### src/rtl/keypad_scanner.sv
// 4x3 matrix keypad scanner: row drive, 2-FF column synchronizer, press/release debounce, one-cycle key code.
// Optional build macro KEYPAD_GHOST_REJECT_EN: a multi-column chord at the scan sample is treated as no key.
module keypad_scanner #(
   parameter int SCAN_DIV        = 1000,
   parameter int DEBOUNCE_CYCLES = 50000
) (
   input  logic       clk,
   input  logic       rst,
   input  logic [2:0] col_n,
   output logic [3:0] row_n,
   output logic [3:0] key_code,
   output logic       key_valid
);

   localparam int CNT_MAX = (SCAN_DIV > DEBOUNCE_CYCLES) ? SCAN_DIV : DEBOUNCE_CYCLES;
   localparam int CW      = $clog2(CNT_MAX + 1);
   localparam logic [CW-1:0] SCAN_LAST = CW'(SCAN_DIV - 1);
   localparam logic [CW-1:0] DEB_LAST  = CW'(DEBOUNCE_CYCLES - 1);
   localparam logic [CW-1:0] CNT_ZERO  = CW'(0);
   localparam logic [CW-1:0] CNT_ONE   = CW'(1);
   localparam logic [3:0]    CODE_NONE = 4'd13;

   typedef enum logic [1:0] {
      ST_SCAN     = 2'd0,
      ST_DEBOUNCE = 2'd1,
      ST_HELD     = 2'd2,
      ST_RELEASE  = 2'd3
   } state_t;

   function automatic logic [3:0] decode_key(input logic [1:0] row, input logic [1:0] col);
      logic [3:0] code;
      case ({row, col})
         4'b00_00: code = 4'd1;
         4'b00_01: code = 4'd2;
         4'b00_10: code = 4'd3;
         4'b01_00: code = 4'd4;
         4'b01_01: code = 4'd5;
         4'b01_10: code = 4'd6;
         4'b10_00: code = 4'd7;
         4'b10_01: code = 4'd8;
         4'b10_10: code = 4'd9;
         4'b11_00: code = 4'd11;
         4'b11_01: code = 4'd0;
         4'b11_10: code = 4'd10;
         default:  code = CODE_NONE;
      endcase
      return code;
   endfunction

   function automatic logic [1:0] first_low(input logic [2:0] cs);
      logic [1:0] idx;
      if (!cs[0]) begin
         idx = 2'd0;
      end else if (!cs[1]) begin
         idx = 2'd1;
      end else begin
         idx = 2'd2;
      end
      return idx;
   endfunction

   function automatic logic col_is_low(input logic [2:0] cs, input logic [1:0] col);
      logic low;
      case (col)
         2'd0:    low = ~cs[0];
         2'd1:    low = ~cs[1];
         2'd2:    low = ~cs[2];
         default: low = 1'b0;
      endcase
      return low;
   endfunction

   function automatic logic [3:0] row_drive(input logic [1:0] row);
      logic [3:0] drv;
      case (row)
         2'd0:    drv = 4'b1110;
         2'd1:    drv = 4'b1101;
         2'd2:    drv = 4'b1011;
         2'd3:    drv = 4'b0111;
         default: drv = 4'b1110;
      endcase
      return drv;
   endfunction

`ifdef KEYPAD_GHOST_REJECT_EN
   function automatic logic multi_low(input logic [2:0] cs);
      return (~cs[0] & ~cs[1]) | (~cs[0] & ~cs[2]) | (~cs[1] & ~cs[2]);
   endfunction
`endif

   logic [2:0]    sync1_q;
   logic [2:0]    cs_q;
   state_t        state_q, state_d;
   logic [1:0]    row_q, row_d;
   logic [1:0]    col_q, col_d;
   logic [CW-1:0] cnt_q, cnt_d;
   logic [3:0]    row_n_q, row_n_d;
   logic [3:0]    key_code_q, key_code_d;
   logic          key_valid_q, key_valid_d;
   logic          latched_low_s;
   logic          hit_s;

   always_comb begin
      state_d       = state_q;
      row_d         = row_q;
      col_d         = col_q;
      cnt_d         = cnt_q;
      key_code_d    = CODE_NONE;
      key_valid_d   = 1'b0;
      latched_low_s = col_is_low(cs_q, col_q);
`ifdef KEYPAD_GHOST_REJECT_EN
      hit_s         = (cs_q != 3'b111) && !multi_low(cs_q);
`else
      hit_s         = (cs_q != 3'b111);
`endif

      case (state_q)
         ST_SCAN: begin
            if (cnt_q == SCAN_LAST) begin
               cnt_d = CNT_ZERO;
               if (hit_s) begin
                  col_d   = first_low(cs_q);
                  state_d = ST_DEBOUNCE;
               end else begin
                  row_d = row_q + 2'd1;
               end
            end else begin
               cnt_d = cnt_q + CNT_ONE;
            end
         end
         // A single high cycle aborts the press; the row is rescanned from a fresh dwell.
         ST_DEBOUNCE: begin
            if (!latched_low_s) begin
               state_d = ST_SCAN;
               cnt_d   = CNT_ZERO;
            end else if (cnt_q == DEB_LAST) begin
               state_d     = ST_HELD;
               cnt_d       = CNT_ZERO;
               key_code_d  = decode_key(row_q, col_q);
               key_valid_d = 1'b1;
            end else begin
               cnt_d = cnt_q + CNT_ONE;
            end
         end
         ST_HELD: begin
            cnt_d = CNT_ZERO;
            if (!latched_low_s) begin
               state_d = ST_RELEASE;
            end else begin
               state_d = ST_HELD;
            end
         end
         ST_RELEASE: begin
            if (latched_low_s) begin
               state_d = ST_HELD;
               cnt_d   = CNT_ZERO;
            end else if (cnt_q == DEB_LAST) begin
               state_d = ST_SCAN;
               cnt_d   = CNT_ZERO;
               row_d   = row_q + 2'd1;
            end else begin
               cnt_d = cnt_q + CNT_ONE;
            end
         end
         default: begin
            state_d = ST_SCAN;
            cnt_d   = CNT_ZERO;
         end
      endcase

      row_n_d = row_drive(row_d);
   end

   always_ff @(posedge clk or posedge rst) begin
      if (rst) begin
         sync1_q     <= 3'b111;
         cs_q        <= 3'b111;
         state_q     <= ST_SCAN;
         row_q       <= 2'd0;
         col_q       <= 2'd0;
         cnt_q       <= CNT_ZERO;
         row_n_q     <= 4'b1110;
         key_code_q  <= CODE_NONE;
         key_valid_q <= 1'b0;
      end else begin
         sync1_q     <= col_n;
         cs_q        <= sync1_q;
         state_q     <= state_d;
         row_q       <= row_d;
         col_q       <= col_d;
         cnt_q       <= cnt_d;
         row_n_q     <= row_n_d;
         key_code_q  <= key_code_d;
         key_valid_q <= key_valid_d;
      end
   end

   assign row_n     = row_n_q;
   assign key_code  = key_code_q;
   assign key_valid = key_valid_q;

endmodule
### config.mk
export PLATFORM = sky130hd
export DESIGN_NAME = keypad_scanner
export DESIGN_NICKNAME = d
export VERILOG_FILES = /design/src/rtl/keypad_scanner.sv
export SDC_FILE = /design/constraint.sdc
export NUM_CORES = 1
export LEC_CHECK = 0
export CAP_MARGIN = 40
export CORE_MARGIN = 2
export CORE_UTILIZATION = 52
export CTS_CLUSTER_DIAMETER = 120
export DETAILED_ROUTE_END_ITERATION = 7
export HOLD_SLACK_MARGIN = 0.08
export PLACE_DENSITY = 0.8
export SLEW_MARGIN = 20
export SYNTH_ARGS = -nofsm -noshare
export SYNTH_HDL_FRONTEND = slang
export SYNTH_SLANG_ARGS = --single-unit
### constraint.sdc
create_clock -name clk -period 2.4 [get_ports clk]
set_clock_uncertainty 0.15 [all_clocks]
set_input_delay 0.24 -clock clk [delete_from_list [all_inputs] [get_ports clk]]
set_output_delay 0.24 -clock clk [all_outputs]
set_load 0.005 [all_outputs]
==> key figures, run 1 <==
Run status
  • Status: complete, no violations

Power and ir drop
  • Clock Power Share: 46.0%
  • Seq pwr share: 52.0%
  • Leakage: 1.04 nW
  • PwrDens: 532 nW/um^2
  • Psw: 0.000243 W
  • Max VDD drop: 0.000407 V
  • Sw Share: 19.8%
  • Comb pwr share: 2.0%
  • P_int: 0.000981 W
  • Tot Pwr: 0.00122 W

Synthesis
  • Syn Inst Count: 186
  • Syn. warnings: 0
  • Top FF cell, synth: dfrtp_1
  • Top cells by area, synth: dfrtp_1 (32%), dfstp_2 (16%), ha_1 (7.1%)
  • Post-synth net total: 202
  • Synth async-reset ratio: 100%
  • Top cell type's share of synthesized area: 32.5%
  • Sequential-to-total area share from yosys stat: 48.8%
  • Yosys cell types: 46
  • Synthesized area per cell: 10.4 um^2
  • Post-synth EDFFs: 0
  • Top cell type by total area after synthesis: dfrtp_1
  • Post-synthesis register bit count: 37
  • Netlist Area Pre-Place: 1930 um^2

Die
  • Die Span X: 64.9 um
  • Die Footprint: 4210 um^2
  • Core footprint: 3610 um^2
  • Rows: 22
  • Die H: 64.9 um
  • IO Count: 14
  • Initial Util: 53.4%

Timing
  • Final slew viol count: 0
  • RSZ-0062 raised after global routing: false
  • Setup TNS: 0 ns
  • Worst slew margin relative to its limit: 70.6%
  • Worst Tran Pin Value: 0.441 ns
  • Final worst path period need: 2.29 ns
  • F_max: 436 MHz
  • Worst Setup Slack, final: 0.105 ns
  • Fin crit share: 95.6%
  • Hold Fails Final Rpt: 0
  • Final count of negative-setup-slack endpoints: 0

Hold path
  • Worst Hold Class: input pin to asynchronous set/reset pin

Clock tree
  • Root Buffer: clkbuf_8
  • Num CTS Buffers: 5
  • CTS sink cnt: 37
  • H-tree Lvls: 2
  • CTS clk-pin slew, worst paths: 0.08 ns
  • CTS tree: yes
  • Hold_buf cts: 0
  • Max clock buf depth: 2
  • Worst skew pair latency: 0.30 ns

Finish
  • Fin util: 63.7%
  • Antenna cell count: 0
  • Layout cells sized above 1: 20.2%
  • Layout area overhead: 19.3%
  • Fin cells: 261
  • Most frequent cells in the layout: dfrtp_1 (25), nor2_1 (24), nand2_1 (17)
  • Commonest non-fill, non-tap cell in the layout: dfrtp_1
  • Nets: 228

Drt
  • Via count: 1,366
  • Vias/cell: 5.23
  • Post-Route WL: 3330 um
  • Drt initial violations: 60
  • Routed length per instance: 12.8 um
  • Drt first pass iters: 4
  • DR DRC count: 0
  • Final ANT Viol Nets: 0

Global route
  • GRT overflow: 0
  • Pin count of the biggest net entering global routing: 38
  • Vias in the first global route: 1,362
  • Initial antenna violation count: 0
  • Global-route usage over all layers: 19.4%
  • First-pass GRT wire length: 6110 um

Place
  • Placed instance count: 251
  • Port Buf Inserts: 13
  • Post-DP HPWL: 2340 um
  • Pre-CTS setup slack: 0.0757 ns
  • Routability Congestion: 0.780

Critical path
  • Crit-path max FO: 5
  • RR Endpoint: row_n[0]$_DFF_PP0_
  • Critical path startpoint category: flip-flop
  • Reg2reg path depth: 6
  • WP data arrival: 2.33 ns
  • FF-to-FF setup slack: 0.11 ns
  • Worst R2R Start: cnt_q[10]$_DFF_PP0_
  • Critical path class: flip-flop to flip-flop
  • Endpoint type of the worst setup path: flip-flop
  • Required time worst endpoint: 2.43 ns

Job
  • Max-Cap Viols: 0
==> per-layer routing <==
metal	global-route usage [%]	part of all wire (%)	up-vias	wire length (um)
met3	7.29	3.8	5	126
li1	-	-	693	-
met2	31.6	48	18	1590
met1	22.4	47	650	1550
met4	9.57	2.0	0	68
met5	0	0	-	0
==> flip-flops by register name, indices dropped and copies added, names as in the netlist, named ones only <==
name,count
cnt_q,16
row_q,2
key_valid,1
cs_q,3
key_code,4
sync1_q,3
col_q,2
state_q,1
row_n,4
==> worst max-delay path: stages (launching register included) <==
cell and delay [ns]:
dfrtp_1 0.43, or4_4 0.54, nor4_4 0.37, a21oi_2 0.08, a41o_1 0.21, a21o_1 0.19, or2_1 0.21
==> synthesized netlist by cell type, drive strengths merged (2+ instances only) <==
library cell,count
dfrtp,25
nor2,24
nand2,17
dfstp,12
ha,11
xor2,11
and3,8
inv,7
o21ai,7
nand2b,5
nand3,5
nand4,5
xnor2,5
buf,3
mux2,3
nor3,3
or4,3
a21o,2
a21oi,2
a31oi,2
and2,2
and4b,2
clkbuf,2
nand3b,2
nor2b,2
==> power groups by stage <==
stage | clock network (W) | logic (W) | registers, W
floorplan | 0 | 0.0000130 | 0.000646
finish | 0.000562 | 0.0000248 | 0.000636
global placement | 0 | 0.0000257 | 0.000647
detailed placement | 0 | 0.0000260 | 0.000647
global route | 0.000609 | 0.0000291 | 0.000636
CTS | 0.000576 | 0.0000259 | 0.000636
==> what timing repair did <==
item                                    in CTS  in global routing
resized for setup                            0                  2
setup buffers                                0                  2
endpoints found under the setup margin       0                  5
==> how the worst max path moves through the flow <==
stage	startpoint	end	cells after the start
floorplan	col_q[0]$_DFFE_PP0P_	flip-flop	8
global placement	cnt_q[4]$_DFF_PP0_	row_n[0]$_DFF_PP0_	6
detailed placement	col_q[0]$_DFFE_PP0P_	row_n[2]$_DFF_PP1_	9
CTS	col_q[0]$_DFFE_PP0P_	row_n[2]$_DFF_PP1_	9
global route	col_q[0]$_DFFE_PP0P_	row_n[2]$_DFF_PP1_	9
finish	cnt_q[10]$_DFF_PP0_	row_n[0]$_DFF_PP0_	6
==> final cells by class <==
| class | count | area (um^2) |
|---|---|---|
| Fill cell | 291 | 1310 |
| Sequential cell | 37 | 941 |
| Multi-Input combinational cell | 137 | 938 |
| Timing Repair Buffer | 24 | 213 |
| Clock buffer | 6 | 82.6 |
| Tap cell | 48 | 60.1 |
| Clock inverter | 2 | 37.5 |
| Inverter | 7 | 26.3 |
==> per-stage QoR <==
stage / hold slack [ns] / instance area (um^2)
finish: 0.180 / 2300
global route: 0.176 / 2300
CTS: 0.179 / 2280
detailed placement: 0.197 / 2160
global placement: 0.196 / 2160
floorplan: 0.0945 / 1930
==> cells by family (layout without fill, tap and decap cells) <==
logic type / Yosys count / count (layout) / synth area share (%)
buf+inv: 12 / 39 / 2.60
fa+ha+maj: 11 / 11 / 7.14
compound gates: 22 / 22 / 7.92
simple gates: 85 / 85 / 24.5
flops: 37 / 37 / 48.8
mux: 3 / 3 / 1.75
xor+xnor: 16 / 16 / 7.27
Power figures use the tool's default switching activity.
==> run 2, diff against run 1 <==
--- a/config.mk
+++ b/config.mk
@@ -5,7 +5,7 @@
 export SDC_FILE = /design/constraint.sdc
 export NUM_CORES = 1
 export LEC_CHECK = 0
-export CAP_MARGIN = 40
+export CORE_ASPECT_RATIO = 0.8
 export CORE_MARGIN = 2
 export CORE_UTILIZATION = 52
 export CTS_CLUSTER_DIAMETER = 120
==> key figures, run 2 (synthesis gave the netlist of run 1 again) <==
Critical path
  • CP max stage cell: or4b_4
  • WP data arrival: 2.32 ns (about the same)
  • FF-to-FF setup slack: 0.11 ns (about the same)
  • Crit-path max FO: 5 (unchanged)
  • Delay-heaviest family, CP: simple AND/OR/NAND/NOR gates
  • Critical path startpoint category: flip-flop
  • Critical path cell sequence: or4b_4, nor4_4, a21oi_2, a41o_1, a21o_1, or2_1
  • Endpoint type of the worst setup path: flip-flop
  • WP buf/inv: 0 (unchanged)
  • Required time worst endpoint: 2.43 ns (about the same)
  • Critical path class: flip-flop to flip-flop
  • CP peak stage delay: 0.55 ns (about the same)

Timing
  • Setup TNS: 0 ns (unchanged)
  • Worst slew margin relative to its limit: 71.0% (+0.39 points)
  • Worst Tran Pin Value: 0.435 ns (-0.00588 ns)
  • Final count of negative-setup-slack endpoints: 0 (unchanged)
  • Hold Fails Final Rpt: 0 (unchanged)
  • Final slew viol count: 0 (unchanged)
  • Final worst path period need: 2.29 ns (-0.00581 ns)
  • F_max: 437 MHz (+0.25%)
  • Worst Setup Slack, final: 0.111 ns (+0.00580 ns)
  • Fin crit share: 95.4% (-0.24 points)
  • Minimum hold slack: 0.186 ns (+0.00539 ns)

Power and ir drop
  • PwrDens: 560 nW/um^2 (+5.3%)
  • Tot Pwr: 0.00130 W (+6.7%)
  • Leakage: 1.05 nW (+0.97%)
  • Max VDD drop: 0.000625 V (+54%)

Drt
  • Routed length per instance: 13.2 um (+3.4%)
  • Drt initial violations: 62 (+3.3%)
  • Via count: 1,372 (+0.44%)
  • Final ANT Viol Nets: 0 (unchanged)
  • Drt first pass iters: 4 (unchanged)
  • Vias/cell: 5.40 (+3.2%)
  • Post-Route WL: 3350 um (+0.60%)
  • DR DRC count: 0 (unchanged)

Clock tree
  • H-tree Lvls: 2 (unchanged)
  • CTS tree: yes
  • CTS sink cnt: 37 (unchanged)
  • Hold_buf cts: 0 (unchanged)
  • Worst skew pair latency: 0.29 ns (about the same)
  • CTS clk-pin slew, worst paths: 0.07 ns (about the same)
  • Max clock buf depth: 2 (unchanged)
  • Root Buffer: clkbuf_8
  • Num CTS Buffers: 5 (unchanged)

Finish
  • Most frequent cells in the layout: dfrtp_1 (25), nor2_1 (24), nand2_1 (17)
  • # fillers: 270 (-7.2%)
  • Layout cells sized above 1: 19.8% (-0.38 points)
  • Largest register FFs: 16 (unchanged)
  • Final Cell Area: 2330 um^2 (+1.3%)
  • Antenna cell count: 0 (unchanged)
  • Layout area overhead: 20.8%
  • Most flops, register: cnt_q
  • Nets: 227 (-0.44%)
  • Commonest non-fill, non-tap cell in the layout: dfrtp_1

Run status
  • Status: complete, no violations

Global route
  • Global-route usage over all layers: 19.2% (-0.25 points)
  • Vias in the first global route: 1,419 (+4.2%)
  • GRT overflow: 0 (unchanged)
  • Gr busiest metal: met2
  • Initial antenna violation count: 0 (unchanged)
  • First-pass GRT wire length: 6140 um (+0.46%)
  • Grt met3 use: 4.97% (-2.3 points)
  • Met1 Usage GRT: 24.4% (+1.9 points)
  • Met2 usage: 30.0% (-1.5 points)
  • Pin count of the biggest net entering global routing: 38 (unchanged)

Die
  • Initial Util: 55.1% (+1.7 points)
  • Rows: 19 (-14%)
  • Die H: 58.4 um (-9.9%)
  • Die Span X: 72.1 um (+11%)
  • IO Count: 14 (unchanged)
  • Core footprint: 3490 um^2 (-3.1%)
  • Die Footprint: 4210 um^2 (about the same)

Place
  • Port Buf Inserts: 13 (unchanged)
  • Dpl cell area: 2160 um^2 (-0.12%)
  • Pre-CTS setup slack: 0.0770 ns (+0.00125 ns)
  • Routability Congestion: 0.892 (+14%)
  • Post-DP HPWL: 2400 um (+2.7%)

Hold path
  • Worst Hold Class: input pin to asynchronous set/reset pin

Job
  • Max-Cap Viols: 0 (unchanged)
## run 2: where the power goes
part / switching, W / internal [W]
combinational: 0.0000153 / 0.0000109
clock: 0.000224 / 0.000418
sequential: 0.00000314 / 0.000633
## run 2: final cells by class
type                    count  area (um^2)  area share [%]
multi-input cells         137          953            40.9
flip-flops and latches     37          941            40.4
repair buffers             23          218            9.35
clock buffers               5         68.8            2.96
clock inverters             3         68.8            2.96
well taps                  42         52.6            2.26
inverters                   7         26.3            1.13
## run 2: path summary, 6_finish.rpt
kind | cells after the start | from | to
max | 6 | cnt_q[14]$_DFF_PP0_ | row_n[0]$_DFF_PP0_
min | 3 | rst | cnt_q[5]$_DFF_PP0_
max reg2reg | 6 | cnt_q[14]$_DFF_PP0_ | row_n[0]$_DFF_PP0_
min reg2reg | 0 | sync1_q[2]$_DFF_PP1_ | cs_q[2]$_DFF_PP1_
max in group asynchronous | 3 | rst | row_n[2]$_DFF_PP1_
min in group clk | 1 | col_n[1] | sync1_q[1]$_DFF_PP1_
## run 2: stage by stage
| step | util [%] | instances |
|---|---|---|
| 2_1_floorplan | - | 186 |
| 3_3_place_gp | 61.8 | 244 |
| 3_5_place_dp | 61.8 | 244 |
| 4_1_cts | 65.7 | 252 |
| 5_1_grt | 66.6 | 254 |
| 6_report | 66.6 | 254 |
## run 2: routing by layer
metal | share of wire (%) | up-vias
li1 | - | 685
met1 | 47 | 659
met3 | 3.5 | 5
met2 | 48 | 23
met4 | 1.9 | 0
met5 | 0 | -
## run 2: what timing repair did
action	CTS	global route
setup buffers	0	2
resized for setup	0	3
endpoints found under the setup margin	0	19
## run 2: tightest hold or removal path: cells and delay by family
family	cells	cell delay [ns]
buffers and inverters	3	0.82
==> run 3, diff against run 2 <==
--- a/config.mk
+++ b/config.mk
@@ -5,6 +5,7 @@
 export SDC_FILE = /design/constraint.sdc
 export NUM_CORES = 1
 export LEC_CHECK = 0
+export CAP_MARGIN = 10
 export CORE_ASPECT_RATIO = 0.8
 export CORE_MARGIN = 2
 export CORE_UTILIZATION = 52
==> results of run 3 <==
No change in the layout: final DEF, timing and power equal those of run 2.
